$ cat config.mk
export PLATFORM = sky130hd
export DESIGN_NAME = blink_scheduler
export DESIGN_NICKNAME = d
export VERILOG_FILES = /design/src/rtl/blink_scheduler.sv
export SDC_FILE = /design/constraint.sdc
export NUM_CORES = 1
export LEC_CHECK = 0
export ABC_AREA = 1
export CELL_PAD_IN_SITES_DETAIL_PLACEMENT = 1
export CELL_PAD_IN_SITES_GLOBAL_PLACEMENT = 2
export CORE_UTILIZATION = 32
export DETAILED_ROUTE_END_ITERATION = 8
export GPL_TIMING_DRIVEN = 0
export PLACE_DENSITY = 0.9
export SETUP_SLACK_MARGIN = 0.2
export SLEW_MARGIN = 10
export SYNTH_ARGS = -nofsm -noshare
export SYNTH_HDL_FRONTEND = slang
export SYNTH_SLANG_ARGS = --single-unit
$ cat constraint.sdc
create_clock -name clk -period 2.2 [get_ports clk]
set_input_delay 0.44 -clock clk [delete_from_list [all_inputs] [get_ports clk]]
set_output_delay 0.44 -clock clk [all_outputs]
set_load 0.02 [all_outputs]
$ cat src/rtl/blink_scheduler.sv
// blink_scheduler: time-shares one status LED between NREQ requesters.
// Each requester asks for a burst of N blinks, where N comes from its
// cfg_count nibble. A round-robin arbiter picks the next pending requester.
// A prescaled tick then steps an ON/OFF/GAP state machine that plays the
// burst.
// Optional feature: define BLINK_SCHED_ABORT_EN to add an 'abort' input.
// The abort input cuts a burst short and sends it straight to its GAP.
module blink_scheduler #(
   parameter int NREQ      = 4,
   parameter int DIV       = 2500000,
   parameter int ON_TICKS  = 4,
   parameter int OFF_TICKS = 4,
   parameter int GAP_TICKS = 10
) (
   input  logic              clk,
   input  logic              rst_n,
   input  logic              ena,
   input  logic [NREQ-1:0]   req,
   input  logic [4*NREQ-1:0] cfg_count,
`ifdef BLINK_SCHED_ABORT_EN
   input  logic              abort,
`endif
   output logic              led,
   output logic              busy,
   output logic [NREQ-1:0]   grant,
   output logic              done,
   output logic [NREQ-1:0]   pending
);

   // Counter widths. The phase counter must hold the longest state minus one.
   localparam int PRE_W   = $clog2(DIV);
   localparam int MAX_LEN = (ON_TICKS > OFF_TICKS)
                            ? ((ON_TICKS  > GAP_TICKS) ? ON_TICKS  : GAP_TICKS)
                            : ((OFF_TICKS > GAP_TICKS) ? OFF_TICKS : GAP_TICKS);
   localparam int PH_W    = (MAX_LEN > 1) ? $clog2(MAX_LEN) : 1;
   localparam int PTR_W   = $clog2(NREQ);

   typedef enum logic [1:0] {
      S_IDLE,
      S_ON,
      S_OFF,
      S_GAP
   } state_t;

   // Registered state
   state_t            state;
   logic [PRE_W-1:0]  prescaler;
   logic [PH_W-1:0]   phase;
   logic [3:0]        remaining;
   logic [PTR_W-1:0]  ptr;

   // Next-state values
   state_t            state_next;
   logic [PRE_W-1:0]  prescaler_next;
   logic [PH_W-1:0]   phase_next;
   logic [3:0]        remaining_next;
   logic [PTR_W-1:0]  ptr_next;
   logic [NREQ-1:0]   grant_next;
   logic              done_next;
   logic [NREQ-1:0]   claim;

   // Arbiter and tick signals
   logic              found;
   logic [PTR_W-1:0]  winner;
   logic [NREQ-1:0]   win_onehot;
   logic [3:0]        win_count;
   int                scan_idx;
   logic              tick;
   logic [PH_W-1:0]   len_m1;
   logic              phase_last;

   // Round-robin search: first pending bit at or after ptr, wrapping mod NREQ.
   // NOTE: every always_comb output gets a default before any branch; a path
   // that leaves a variable unassigned would infer a latch.
   always_comb begin
      found      = 1'b0;
      winner     = '0;
      win_onehot = '0;
      scan_idx   = 0;
      for (int k = 0; k < NREQ; k++) begin
         scan_idx = int'(ptr) + k;
         if (scan_idx >= NREQ) scan_idx = scan_idx - NREQ;
         if (!found && pending[scan_idx]) begin
            found  = 1'b1;
            winner = PTR_W'(scan_idx);
         end
      end
      if (found) win_onehot[winner] = 1'b1;
      win_count = cfg_count[4*int'(winner) +: 4];
   end

   // Tick strobe and the current state's length in ticks, minus one.
   always_comb begin
      tick = ena && (prescaler == PRE_W'(DIV - 1));
      case (state)
         S_ON:    len_m1 = PH_W'(ON_TICKS - 1);
         S_OFF:   len_m1 = PH_W'(OFF_TICKS - 1);
         S_GAP:   len_m1 = PH_W'(GAP_TICKS - 1);
         default: len_m1 = '0;
      endcase
      phase_last = (phase == len_m1);
   end

   // Next-state logic: arbitration in IDLE, tick-driven phase stepping elsewhere.
   always_comb begin
      state_next     = state;
      prescaler_next = prescaler;
      phase_next     = phase;
      remaining_next = remaining;
      ptr_next       = ptr;
      grant_next     = grant;
      done_next      = 1'b0;
      claim          = '0;

      case (state)
         S_IDLE: begin
            if (found) begin
               state_next     = S_ON;
               grant_next     = win_onehot;
               claim          = win_onehot;
               remaining_next = (win_count == 4'd0) ? 4'd1 : win_count;
               ptr_next       = (int'(winner) == NREQ - 1) ? '0 : winner + PTR_W'(1);
               prescaler_next = '0;
               phase_next     = '0;
            end
         end
         default: begin
            // The prescaler wraps to 0 on the tick, so it never passes DIV-1.
            if (ena) prescaler_next = tick ? '0 : prescaler + PRE_W'(1);
            if (tick) begin
               if (phase_last) begin
                  phase_next = '0;
                  case (state)
                     S_ON: begin
                        state_next     = S_OFF;
                        remaining_next = remaining - 4'd1;
                     end
                     S_OFF: begin
                        state_next = (remaining != 4'd0) ? S_ON : S_GAP;
                     end
                     S_GAP: begin
                        state_next = S_IDLE;
                        grant_next = '0;
                        done_next  = 1'b1;
                     end
                     default: begin
                        state_next = S_IDLE;
                     end
                  endcase
               end else begin
                  phase_next = phase + PH_W'(1);
               end
            end
`ifdef BLINK_SCHED_ABORT_EN
            // Abort cuts ON/OFF short; a GAP already in progress runs to the end.
            if (abort && (state == S_ON || state == S_OFF)) begin
               state_next     = S_GAP;
               prescaler_next = '0;
               phase_next     = '0;
               remaining_next = '0;
            end
`endif
         end
      endcase
   end

   // State and counter registers. Pending requests use set-wins-over-clear.
   // NOTE: clocked state uses non-blocking assignments so every register
   // samples the pre-edge values, independent of statement order.
   always_ff @(posedge clk or negedge rst_n) begin
      if (!rst_n) begin
         state     <= S_IDLE;
         prescaler <= '0;
         phase     <= '0;
         remaining <= '0;
         ptr       <= '0;
         grant     <= '0;
         done      <= 1'b0;
         pending   <= '0;
      end else begin
         state     <= state_next;
         prescaler <= prescaler_next;
         phase     <= phase_next;
         remaining <= remaining_next;
         ptr       <= ptr_next;
         grant     <= grant_next;
         done      <= done_next;
         pending   <= (pending & ~claim) | req;
      end
   end

   // The LED follows the ON state directly; busy is any non-IDLE state.
   always_comb begin
      led  = (state == S_ON);
      busy = (state != S_IDLE);
   end

endmodule
* Word level (Yosys, flattened, before mapping)
Index checks and enable logic that the tools add are counted.
Operators by class: add/subtract/negate cells 11, order comparisons 10, eq/ne operators 7, shifts and indexed selects 1, muxes and demuxes 59, bitwise operators 3, reduce and logical (&&, ||, !) cells 24
Operators with widths (count):
- 32-bit by 4-bit < comparator with 1-bit output (second input constant) | 4
- 32-bit two-way mux | 4
- 22-bit two-way mux | 4
- 4-bit two-way mux | 17
- 22-bit by 1-bit adder with 22-bit output (second input constant) | 1
- 22-bit equality test (second input constant) | 1
- 2-bit two-way mux | 10
- 1-bit two-way mux | 17
- 16-bit by 5-bit variable part select with 4-bit output | 1
- 2-bit nonzero test | 6
- 3-bit by 3-bit subtractor with 4-bit output (second input constant) | 3
- 3-bit >= comparator (second input constant) | 3
- 1-bit binary-select mux with 2-bit select | 4
- 4-bit one-hot mux with 2 select lines | 1
- 4-bit AND reduction | 2
- 2-bit by 2-bit adder with 3-bit output (second input constant) | 2
- 2-bit AND reduction | 3
- 1-bit logical AND | 5
- 4-bit by 1-bit adder with 4-bit output (second input constant) | 1
- 4-bit bitwise AND | 1
- 2-bit by 1-bit equality test with 1-bit output (second input constant) | 2
- 2-bit equality test (second input constant) | 2
- 4-bit equality test | 1
- 4-bit logical NOT | 1
- 17 further kinds | 19
Word-level totals: flip-flop bits (word level) 43, bits of input ports 23, output and inout port bits 11, logic and storage cells 123

* Logic depth before layout (Yosys ltp)
Gate-level depths: netlist of run 1.
depth after elaboration 24, gate-level depth with buffers 16, gate-level depth less buffers 16

* Worst setup path after synthesis of run 1
No wires, ideal clock.
kind register -> register, from reg pending[3], to reg pending[1], setup time 0.127 ns, arrival time 1.869 ns, data required time 2.073 ns, path slack 0.204 ns, cell stages (with the launch flop) 13, path buffers 0, path through dfrtp_1 inv_1 nand2_1 nand3_1 nand2_2 nor2_4 nand3_2 nand2_4 nand2_4 inv_1 ha_1 a31oi_1 or2_2
Between the ends: longest elaborated chain between the ends 22, elaborated cells between the ends (all ways) 36, those cells by class order compare: 2; mux: 24; bitwise: 3; reduce/logical: 7
RTL lines:
- start, declared | RTL line 27 | output logic [NREQ-1:0] pending
- start signal, assigned | RTL line 188 | pending <= (pending & ~claim) | req;
- 1-bit binary-select mux with 2-bit select | RTL line 83 | if (!found && pending[scan_idx]) begin
- 1-bit two-way mux (not written as such) (2 in a row) | RTL line 83
- 1-bit two-way mux | RTL line 83
- 1-bit logical NOT | RTL line 83
- 1-bit logical AND | RTL line 83
- 1-bit two-way mux | RTL line 83
- 1-bit logical NOT | RTL line 83
- 1-bit logical AND | RTL line 83
- (+5 left out)
- 1-bit logical AND (not written as such) | RTL line 88 | if (found) win_onehot[winner] = 1'b1;
- 1-bit two-way mux (not written as such) | RTL line 88
- 1-bit demux with 2-bit select | RTL line 88
- 4-bit two-way mux (*) | RTL line 117 | if (found) begin
- 4-bit two-way mux (*) | RTL line 115 | case (state)
- 4-bit inverter (*) | RTL line 188
- 4-bit bitwise AND (*) | RTL line 188
- 4-bit bitwise OR (*) | RTL line 188
Mark *: on every way between the ends. The rest lies on a longest branch, timed or not. The select of a mux whose other input is x is not followed. A chain may end at the register's enable or synchronous reset.

* Worst setup path in the final report of run 1
from reg ptr[1], to reg prescaler[17]
Between the ends: longest elaborated chain between the ends 17, elaborated cells between the ends (all ways) 39, those cells by class add/sub: 7; order compare: 4; eq/ne: 1; mux: 20; reduce/logical: 7
RTL lines:
- start, declared | RTL line 50 | logic [PTR_W-1:0] ptr;
- start signal, assigned | RTL line 185 | ptr <= ptr_next;
- branches (longest 14 deep; another with 3-bit by 3-bit subtractor with 4-bit output)
- 1-bit two-way mux (*) | RTL line 83
- 2-bit != test (no source line) (*)
- 2-bit AND reduction (no source line) (*)
- end signal, assigned | RTL line 182 | prescaler <= prescaler_next;
- end, declared | RTL line 47 | logic [PRE_W-1:0] prescaler;
Every way passes the cells marked *. The select of a mux whose other input is x is not followed.

==> results of run 1 <==
==> final cells by class <==
class	count	area share, %
Multi-Input combinational cell	299	46.2
Sequential cell	43	24.3
Timing Repair Buffer	75	17.5
Inverter	50	4.90
Tap cell	108	3.04
Clock buffer	7	2.17
Buffer	7	1.75
Clock inverter	1	0.169
==> Yosys cell counts, types with 2 or more instances <==
| master | instances | share of area [%] |
|---|---|---|
| sky130_fd_sc_hd__nand2_1 | 101 | 13 |
| sky130_fd_sc_hd__inv_1 | 45 | 5.8 |
| sky130_fd_sc_hd__dfrtp_1 | 43 | 37 |
| sky130_fd_sc_hd__nand3_1 | 33 | 5.6 |
| sky130_fd_sc_hd__nor2_1 | 32 | 4.1 |
| sky130_fd_sc_hd__o21ai_0 | 27 | 4.6 |
| sky130_fd_sc_hd__nand4_1 | 17 | 3.6 |
| sky130_fd_sc_hd__a21oi_1 | 12 | 2.1 |
| sky130_fd_sc_hd__ha_1 | 12 | 5.1 |
| sky130_fd_sc_hd__xor2_1 | 11 | 3.3 |
| sky130_fd_sc_hd__nor3_1 | 9 | 1.5 |
| sky130_fd_sc_hd__or2_2 | 6 | 1.3 |
| sky130_fd_sc_hd__nand2_4 | 5 | 1.9 |
| sky130_fd_sc_hd__nand3b_1 | 5 | 1.3 |
| sky130_fd_sc_hd__nor4_1 | 5 | 1.1 |
| sky130_fd_sc_hd__a31oi_1 | 4 | 0.86 |
| sky130_fd_sc_hd__inv_2 | 4 | 0.51 |
| sky130_fd_sc_hd__nand2_2 | 4 | 0.86 |
| sky130_fd_sc_hd__clkbuf_1 | 3 | 0.39 |
| sky130_fd_sc_hd__o21ai_1 | 3 | 0.51 |
| sky130_fd_sc_hd__o21a_1 | 2 | 0.51 |
==> power groups by stage <==
stage | combinational (mW) | sequential, mW | clock [mW]
after global routing | 5.45 | 1.16 | 0.633
after CTS | 3.95 | 1.09 | 0.602
after floorplan | 1.90 | 1.12 | 0
after global placement | 2.67 | 1.09 | 0
after detailed placement | 2.72 | 1.10 | 0
final | 5.04 | 1.13 | 0.595
==> worst max-delay path, cell delays in order (launching register included) <==
cell and delay [ns]:
sky130_fd_sc_hd__dfrtp_2 0.49, sky130_fd_sc_hd__buf_6 0.15, sky130_fd_sc_hd__nand2_2 0.06, sky130_fd_sc_hd__nand2_2 0.06
sky130_fd_sc_hd__nand2_2 0.07, sky130_fd_sc_hd__nand2_2 0.06, sky130_fd_sc_hd__nor2_4 0.17, sky130_fd_sc_hd__nand3b_4 0.13
sky130_fd_sc_hd__nand2_4 0.09, sky130_fd_sc_hd__o21ai_4 0.12, sky130_fd_sc_hd__buf_12 0.17, sky130_fd_sc_hd__buf_6 0.11
sky130_fd_sc_hd__nor4b_1 0.13, sky130_fd_sc_hd__o21a_1 0.17
==> what timing repair did <==
item	in CTS	in global routing
setup buffers	24	13
endpoints found under the hold margin	0	0
hold buffers	0	0
pin swaps	23	28
cloned	2	2
endpoints found under the setup margin	39	42
resized for setup	74	98
==> stage by stage <==
stage               utilization, %  hold slack (ns)  cell area [um2]
floorplan                        -            0.144             2920
detailed placement            38.8            0.348             3400
finish                        50.7           0.0170             4440
CTS                           45.6           0.0179             3990
global route                  50.7           0.0325             4440
global placement              38.7            0.478             3390
==> final timing paths <==
| path | depth (start not counted) | slack, ns | endpoint | start |
|---|---|---|---|---|
| min in group clk | 1 | 0.52 | prescaler[6] | prescaler[6] |
| setup / recovery | 13 | 0.08 | prescaler[17] | ptr[1] |
| hold reg to reg | 1 | 0.52 | prescaler[6] | prescaler[6] |
| hold / removal | 1 | 0.02 | prescaler[18] | rst_n |
| setup reg to reg | 13 | 0.08 | prescaler[17] | ptr[1] |
| max in group asynchronous | 2 | 1.71 | ptr[1] | rst_n |
==> per-layer routing <==
layer / GRT usage, % / up-vias / share of wire [%] / wire length, um
met2: 36.6 / 70 / 54 / 5610
li1: - / 1481 / - / -
met3: 2.59 / 18 / 3.4 / 352
met4: 4.98 / 0 / 2.4 / 250
met1: 24.9 / 1511 / 40 / 4210
met5: 0 / - / 0 / 0
==> sequential cells by signal, summed over array words and instances (netlist names) <==
| name | flops |
|---|---|
| remaining | 4 |
| prescaler | 22 |
| pending | 4 |
| state | 2 |
| ptr | 2 |
| done | 1 |
| phase | 4 |
| grant | 4 |
==> cell families after synthesis <==
group	Yosys count
and+or+nand+nor	223
buffers and inverters	57
AOI/OAI and AO/OA	52
DFF	43
xor gates and xnor gates	12
adders and majority gates	12
==> results.txt, run 1 <==
The share of synthesized area occupied by flip-flops and latches came out at 36.8%. Power spread over the standard cell area amounts to 1520 nW/um2. The hold violation total from the final report is 0. The die span in y is 97.6 um.

The sum of negative setup slack is 0 ns. The worst voltage drop across the vdd grid is 0.389 mV. The core area is 8760 um2. The count of buffers from port buffering came out at 33. The analysis attributes to net switching a power of 3.23 mW.

The overall routed net length is 10400 um. The overall track demand over capacity in global routing came out at 20.1%. The total of warnings raised by yosys came out at 0. The number of placement rows is 34. The first detailed-routing pass took 4 iterations. The worst setup path is of the reg2reg kind. The adder and majority cell fraction of the synthesized area is 5.13%. Synthesis produced a netlist whose cell count is 399. STA classifies the critical path startpoint as a flop. Subtracting the final worst setup slack from the clock period gives 2.12 ns. The clock latency of the later-clocked register in the worst-skew pair is 0.31 ns. Leaving out fill and tap cells, the most frequent cells in the layout are sky130_fd_sc_hd__nand2_1 (72), sky130_fd_sc_hd__dfrtp_1 (41), sky130_fd_sc_hd__inv_1 (39). After synthesis, the mean cell area works out to 7.33 um2. The number of sinks driven by the clock tree is 43. The number of antenna violations at the first check in global routing is 0. The post-synth net total is 434. The layout cell share with drive strength beyond 1 is 34.2%. The clock-pin slew on the worst setup and hold paths came out at 0.10 ns.

The count of flip-flops with a built-in enable after synthesis is 0. The multiplexer fraction of the synthesized cell area is 0%. The post-synthesis sequential element count came out at 43. The arrival time reported for the critical path endpoint is 2.31 ns.

The pin count of the biggest net entering global routing is 33. The deepest level of the CTS H-tree came out at 2. Setup violations remaining at the end of the flow were counted as 0. The post-synthesis instance area is 2920 um2. Setup repair after global routing could not meet its margin everywhere. The first global-routing pass estimated 15500 um of wire. The total instance count after detailed placement came out at 541. The most common cell after layout, fill and taps aside is sky130_fd_sc_hd__nand2_1. Setup slack closes at 0.0815 ns. The tree is rooted in a sky130_fd_sc_hd__clkbuf_8.

The peak fanout along the critical path came out at 6. The layout net count is 516. The global placement routability congestion is 0.866. The post-placement worst setup slack came out at -0.312 ns. The max-capacitance violation count came out at 0. The overall die width came out at 97.6 um. Of the total power, the clock network draws 8.8%.

STA classifies the critical path endpoint as a flop. For this run, the top clock speed supported by timing is 0.472 GHz. The maximum count of clock buffers along a single path came out at 2. The final standard cell count with taps included and fillers excluded came out at 590. The simple-gate portion of the synthesized area is 36.7%. The clock buffer count from CTS came out at 5. The overall power consumption is 6.76 mW. In the routed layout, each cell is associated on average with a via count of 5.22. The min-delay analysis places its worst path in the category in2async. The share of the synthesized area in compound gates (AO/OA/AOI/OAI) came out at 9.97%.

The internal power is 3.53 mW. The distinct cell type count after synthesis came out at 37. TritonCTS built the clock tree. The parity-gate share of the synthesized area counting xor and xnor cells is 3.59%. After synthesis, the largest family of logic cells by area is simple AND/OR/NAND/NOR gates. The ratio of final minimum period to clock period came out at 96.3%.

In the synthesized netlist the dominant register cell turns out to be sky130_fd_sc_hd__dfrtp_1. The number of remaining DRC errors came out at 0. The overall overflow remaining after global route is 0. The clock skew came out at 0.0161 ns. The number of global-route vias before repair was 3182. The routed length per placed instance came out at 17.7 um.

The max-slew violation total from the final report came out at 0. The switching power share of the total came out at 47.8%. The overall die area came out at 9520 um2. The layout filler cell count is 1038. The first routing iteration left 100 violations. The transition time of the tightest slew-check pin came out at 0.429 ns. The required time of the critical path came out at 2.40 ns. The register cell area after layout came out at 1080 um2. The total leakage power came out at 1.99 nW.

The part of the power in combinational logic came out at 74.5%. The wire-length estimate of the detail-placed layout is 6300 um. The tightest slew margin relative to the limit is 71.1%.

The fraction of registers with async set/reset is 100%. The run finished with clean final reports. The initial core utilization came out at 33.4%.

The repair_antennas step left the layout with diodes totalling 0. The number of nets still failing antenna checks after routing came out at 0. The area occupied by multi-input gates came out at 2050 um2. The final route contains 3080 vias.

The number of placed I/O pins came out at 34. The synthesis-to-finish area growth came out at 51.9%. The proportion of power drawn by flip-flops and latches is 16.7%.
Note: power is estimated with default switching activity, not from simulation.
==> inputs of run 2 (changes only) <==
--- a/config.mk
+++ b/config.mk
@@ -8,6 +8,7 @@
 export ABC_AREA = 1
 export CELL_PAD_IN_SITES_DETAIL_PLACEMENT = 1
 export CELL_PAD_IN_SITES_GLOBAL_PLACEMENT = 2
+export CORE_MARGIN = 8
 export CORE_UTILIZATION = 32
 export DETAILED_ROUTE_END_ITERATION = 8
 export GPL_TIMING_DRIVEN = 0
@@ -17,3 +18,4 @@
 export SYNTH_ARGS = -nofsm -noshare
 export SYNTH_HDL_FRONTEND = slang
 export SYNTH_SLANG_ARGS = --single-unit
+export TNS_END_PERCENT = 1
==> results.txt, run 2 (same netlist as run 1, synthesis figures left out) <==
The flow ran to the end, and the final reports show no timing, DRC or antenna violations. The worst setup path is of the reg2reg kind. The library cell used most frequently in the layout, excluding fill and tap cells, is sky130_fd_sc_hd__nand2_1. The number of global-route vias before repair came out at 3161. The cell area power density is 1380 nW/um2. The wire length of the first global-routing pass is 15400 um. The worst pin sits at a relative slew slack of 60.6%. STA classifies the critical path startpoint as a flop. For this run, the slowest stage of the critical path takes 0.44 ns.

The total routed wire length on the met1 layer is 4260 um. The number of flip-flops under the largest register name came out at 22. The routed design has 9210 um of wire. The peak fanout along the critical path came out at 11. In this run the static leakage power is 1.83 nW. Among the stages of the critical path, the cell type that occurs most often is sky130_fd_sc_hd__nand2_2.

The overall track demand over capacity in global routing came out at 14.9%. The layout cell share with drive strength beyond 1 came out at 22.4%. Setup repair after global routing could not meet its margin everywhere. The number of setup violations in the final report is 0.

The synthesis-to-finish area growth came out at 34.6%. The final worst-path setup slack came out at 0.0314 ns. The pin count of the biggest net entering global routing is 32. The clock period minus worst slack is 2.17 ns. The hold violation total from the final report came out at 0. After detailed routing, the met2 layer carries 4660 um of wire. The worst path uses 98.6% of the clock period. The tightest min-delay check is of the in2async type. Once the floorplan was initialized, standard cells occupied 32.3% of the core. Traced cell by cell, the critical path runs through buf_6, buf_6, nand2_2, nand2_2, nand2_2, nand2_2, nor2_4, nand3_4, nand2_4, nand2_8, inv_4, ha_1, a31oi_1, or2_2.

The total half-perimeter wirelength after legalization and detailed placement is 6570 um. The count of buffers from port buffering is 33. The global placement routability congestion is 0.809. The number of placed I/O pins is 34. The layout filler cell count came out at 1103.

The TritonCTS clock tree is done. The antenna cell count came out at 0. The max-capacitance violation count came out at 0. The register bank with the most flops is prescaler. The timing-limited maximum frequency is 0.461 GHz. The ratio of routed vias to standard cells came out at 5.04. The worst setup path is captured at a flop. TritonCTS created 5 clock buffers.

Summing all flip-flop and latch instances after layout gives 1080 um2. The core area is 9060 um2. The max-slew violation total from the final report is 0. The sum of negative setup slack is 0 ns. The overall die width came out at 112 um. No sink is reached through more buffers than the 2 on the longest clock path. Data on the critical path is required at its endpoint by 2.39 ns.

The number of buffers added to fix hold violations after cts is 0. Across the routed clock network, the largest skew measured is 0.0138 ns. Routed signal wires occupy layers up through met4. In this run, the number of DRC markers left after iteration 0 of detailed routing was 119. The number of cell instances on the worst register-to-register path came out at 14. Leaving out fill and tap cells, the most frequent cells in the layout are sky130_fd_sc_hd__nand2_1 (84), sky130_fd_sc_hd__dfrtp_1 (43), sky130_fd_sc_hd__inv_1 (40). The post-placement worst setup slack came out at -0.259 ns.

The multi-input combinational cells in the finished layout cover a total of 1810 um2. The number of antenna violations at the first check in global routing is 0. The met3 wire length is 226 um. The die is 112 um tall. The number of sinks driven by the clock tree came out at 43. CTS placed an instance of sky130_fd_sc_hd__clkbuf_8 at the clock tree root. The layout net count came out at 499. The number of placement rows came out at 35.

Summing over every cut layer, the via total after detailed routing is 2903. The routed length per placed instance is 16.0 um. The first-pass detailed-route iteration total came out at 4. The clock reaches the later pin of the worst-skew pair after 0.31 ns. The transition time of the tightest slew-check pin came out at 0.591 ns.

The overall die area came out at 12500 um2. Clock-pin slew was measured on the worst setup and hold paths at 0.09 ns. The arrival time reported for the critical path endpoint is 2.36 ns. The worst voltage drop across the vdd grid came out at 0.425 mV.

The H-tree was split into 2 levels. The number of nets still failing antenna checks after routing is 0. At the end of the flow the core is filled with cells to 43.4%.

The overall overflow remaining after global route is 0. The cell at the slowest stage of the critical path is sky130_fd_sc_hd__dfrtp_1. For this run, design rule violations remaining after detail routing come to 0.
[run 2: cell types whose count changed in the layout (fill, tap and decap cells not counted), sizes merged]
cell / delta
buf: -14
clkbuf: -6
bufinv: +1
clkinv: +1
clkinvlp: -1
inv: +1
o21ai: +1
[run 2: repair_timing]
item                       CTS  global route
pin swaps                    5            29
gates resized for setup     24            56
gates cloned                 1             0
setup endpoints to repair   39            42
setup buffers               11            12
[run 2: through the flow]
stage                     cell area, um2  power [mW]  std cells  hold slack, ns
after floorplan                     2920        3.01        399           0.144
after global placement              3390        3.76        543           0.483
after detailed placement            3410        3.85        544           0.358
after CTS                           3680        4.91        564          0.0213
after global routing                3940        5.88        576          0.0426
final                               3940        5.41        576          0.0221
[run 2: layer usage]
layer | GRT usage (%) | vias to the layer above
met2 | 26.8 | 33
met5 | 0 | -
li1 | - | 1444
met1 | 17.9 | 1421
met4 | 3.83 | 0
met3 | 2.49 | 5
[run 2: cell type report]
class / instances / area share (%)
well taps: 111 / 3.53
inverters: 50 / 5.15
flip-flops and latches: 43 / 27.3
repair buffers: 57 / 13.7
multi-input cells: 300 / 45.9
clock inverters: 3 / 1.11
clock buffers: 5 / 1.75
plain buffers: 7 / 1.49
[run 2: worst paths after layout]
path                              start  slack [ns]            end
setup / recovery                 ptr[0]        0.03     pending[1]
hold / removal                    rst_n        0.02  prescaler[18]
setup reg to reg                 ptr[0]        0.03     pending[1]
hold reg to reg            prescaler[6]        0.49   prescaler[6]
max in group asynchronous         rst_n        1.69   prescaler[7]
min in group clk           prescaler[6]        0.49   prescaler[6]
[run 2: worst max-delay path, delay by kind of cell (launching register included)]
kind,cells,cell delay (ns)
AOI/OAI and AO/OA,1,0.09
and+or+nand+nor,9,1.01
DFF,1,0.44
buffers and inverters,3,0.35
adders and majority gates,1,0.17
[run 2: where the power goes]
part | switching, mW | internal (mW) | total [mW]
combinational | 2.19 | 1.48 | 3.67
sequential | 0.146 | 0.952 | 1.10
clock | 0.307 | 0.339 | 0.645
total | 2.64 | 2.78 | 5.41
==> inputs of run 3 (changes only) <==
==> constraint.sdc (replaced) <==
create_clock -name clk -period 2.4 [get_ports clk]
set_input_delay 0.48 -clock clk [delete_from_list [all_inputs] [get_ports clk]]
set_output_delay 0.48 -clock clk [all_outputs]
set_load 0.02 [all_outputs]
==> results.txt, run 3 (same netlist as run 1, synthesis figures left out) <==
The area occupied by multi-input gates is 1680 um2. Counting the buffers created by CTS gives 5. The number of setup violations in the final report is 0.

The post-placement worst setup slack came out at -0.0993 ns. The arrival time reported for the critical path endpoint is 1.67 ns. The deepest level of the CTS H-tree is 2. In this run the worst setup path terminates at led.

The die is 112 um tall. The most common cell after layout, fill and taps aside is sky130_fd_sc_hd__nand2_1. In the final routed layout, each cell accounts on average for 15.7 um.

The first routing iteration left 76 violations. The number of remaining DRC errors is 0. The clock latency of the later-clocked register in the worst-skew pair came out at 0.31 ns. The number of antenna violations at the first check in global routing came out at 0. The element type at the critical path start is a flop. TritonCTS built the clock tree. The initial core utilization came out at 32.3%. The layout net count came out at 485. The number of cell instances on the worst register-to-register path is 13. The worst hold path belongs to the class in2async. Walking the worst path, the cells encountered are inv_1, ha_1, clkdlybuf4s50_1. The hold violation total from the final report is 0.

The antenna cell count came out at 0. The launching instance or port of the critical path is state[1]. STA puts the critical path data required time at 1.92 ns.

The analysis attributes to cell leakage a power of 1.71 nW. The max-slew violation total from the final report is 0. The library cells used most frequently in the layout, excluding fill and tap cells, are sky130_fd_sc_hd__nand2_1 (99), sky130_fd_sc_hd__inv_1 (43), sky130_fd_sc_hd__dfrtp_1 (42).

The peak per-stage delay on the critical path came out at 0.62 ns. The count of buffers from port buffering is 33. Global routing used 14.6% of the available tracks across all layers.

By startpoint and endpoint, the worst setup path is classified as reg2out. The timing-limited maximum frequency is 0.465 GHz. The final worst-path setup slack is 0.249 ns.

The core area is 9060 um2. After filler insertion, the fill cell instance count of the layout stands at 1122. The layout cell share with drive strength beyond 1 came out at 14.0%. The wire length of the first global-routing pass came out at 15200 um.

The cell at the slowest stage of the critical path is sky130_fd_sc_hd__clkdlybuf4s50_1. The register with the most flip-flops in the layout has 22 of them. The ratio of final minimum period to clock period came out at 89.6%. The total half-perimeter wirelength after legalization and detailed placement is 6570 um. The peak fanout along the critical path came out at 3. The number of placed I/O pins came out at 34. The clock skew is 0.0119 ns.

The number of nets still failing antenna checks after routing is 0. The worst reg-to-reg setup slack came out at 0.25 ns. The pin count of the biggest net entering global routing is 32. The number of placement rows came out at 35.

The tightest slew margin relative to the limit is 61.1%. Setup repair after global routing could not meet its margin everywhere. The number of sinks driven by the clock tree is 43.

The overall overflow remaining after global route came out at 0. Clock-pin slew was measured on the worst setup and hold paths at 0.09 ns. The first-pass detailed-route iteration total is 4.

The max-capacitance violation count came out at 0. The die covers 12500 um2. Across the VDD grid, the largest voltage drop is 0.369 mV. The transition time of the tightest slew-check pin is 0.584 ns. The overall routed net length is 8820 um.

The number of global-route vias before repair is 3107. The area of placed instances came out at 3410 um2. The flow ran to the end, and the final reports show no timing, DRC or antenna violations. In the routed layout, each cell is associated on average with a via count of 5.07. The overall die width is 112 um. The final route contains 2849 vias. The register bank with the most flops is prescaler. Summing all non-filler instances in the final layout gives an area of 3660 um2. The register cell area after layout is 1080 um2. The number of hold buffers added after CTS was 0. In this run the critical register-to-register path is launched from ptr[1]. The worst setup path is captured at an output port. The cell area power density came out at 1190 nW/um2. The capturing point of the worst reg2reg path is pending[2]. Relative to the synthesized area, the layout overhead comes to 25.0%. The design draws 4.36 mW.

At the end of the flow the core is filled with cells to 40.3%. The maximum count of clock buffers along a single path is 2. The global placement routability congestion came out at 0.809. The cell at the root of the clock tree is sky130_fd_sc_hd__clkbuf_8.

The clock period could shrink to 2.15 ns.
[run 3: changes by cell type in the layout (fill, tap and decap cells not counted), sizes merged]
cell,previous run,this run
buf,32,15
dlygate4sd2,1,0
clkdlybuf4s50,30,31
clkbuf,6,9
[run 3: area by class of cell]
type                       instances  area share (%)
clock inverter                     3            1.20
tap                              111            3.80
clock buffer                       5            1.88
sequential                        43            29.5
buffer                             7            1.13
timing repair buffer              43            11.1
inverter                          50            5.48
multi-input combinational        300            46.0
[run 3: metal layers]
| layer | global-route usage (%) | vias up | wire length (um) | part of all wire, % |
|---|---|---|---|---|
| li1 | - | 1414 | - | - |
| met1 | 17.8 | 1386 | 4130 | 47 |
| met2 | 25.9 | 42 | 4330 | 49 |
| met3 | 2.49 | 7 | 255 | 2.9 |
| met4 | 3.83 | 0 | 94 | 1.1 |
| met5 | 0 | - | 0 | 0 |
[run 3: through the flow]
stage                     setup TNS (ns)  instances  hold slack (ns)
final                                  0        562           0.0644
after global routing                   0        562           0.0826
after CTS                              0        556           0.0613
after detailed placement         -0.0993        544            0.398
after global placement            -17.35        543            0.483
after floorplan                        0        399            0.184
[run 3: power by group]
group          total, mW  switching (mW)  leakage, nW  internal [mW]
logic               2.77            1.77         1.09           1.00
registers           1.00           0.127        0.559          0.874
clock network      0.586           0.276       0.0581          0.310
total               4.36            2.18         1.71           2.19
[run 3: critical path: cells and delay by family (launching register included)]
kind	cells	cell delay, ns
DFF	1	0.41
buffers and inverters	2	0.76
adders and majority gates	1	0.21
[run 3: how the worst min path moves through the flow]
stage                     cells past startpoint  slack, ns       endpoint
after global routing                          1       0.08  prescaler[18]
final                                         1       0.06   prescaler[3]
after CTS                                     1       0.06  prescaler[18]
after floorplan                               0       0.18           done
after global placement                        1       0.48   prescaler[6]
after detailed placement                      1       0.40  prescaler[18]
[run 3: what timing repair did]
| item | CTS | global route |
|---|---|---|
| gates resized for setup | 13 | 13 |
| gates cloned | 0 | 2 |
| setup endpoints to repair | 17 | 36 |
| setup buffers | 4 | 4 |
| pin swaps | 2 | 1 |
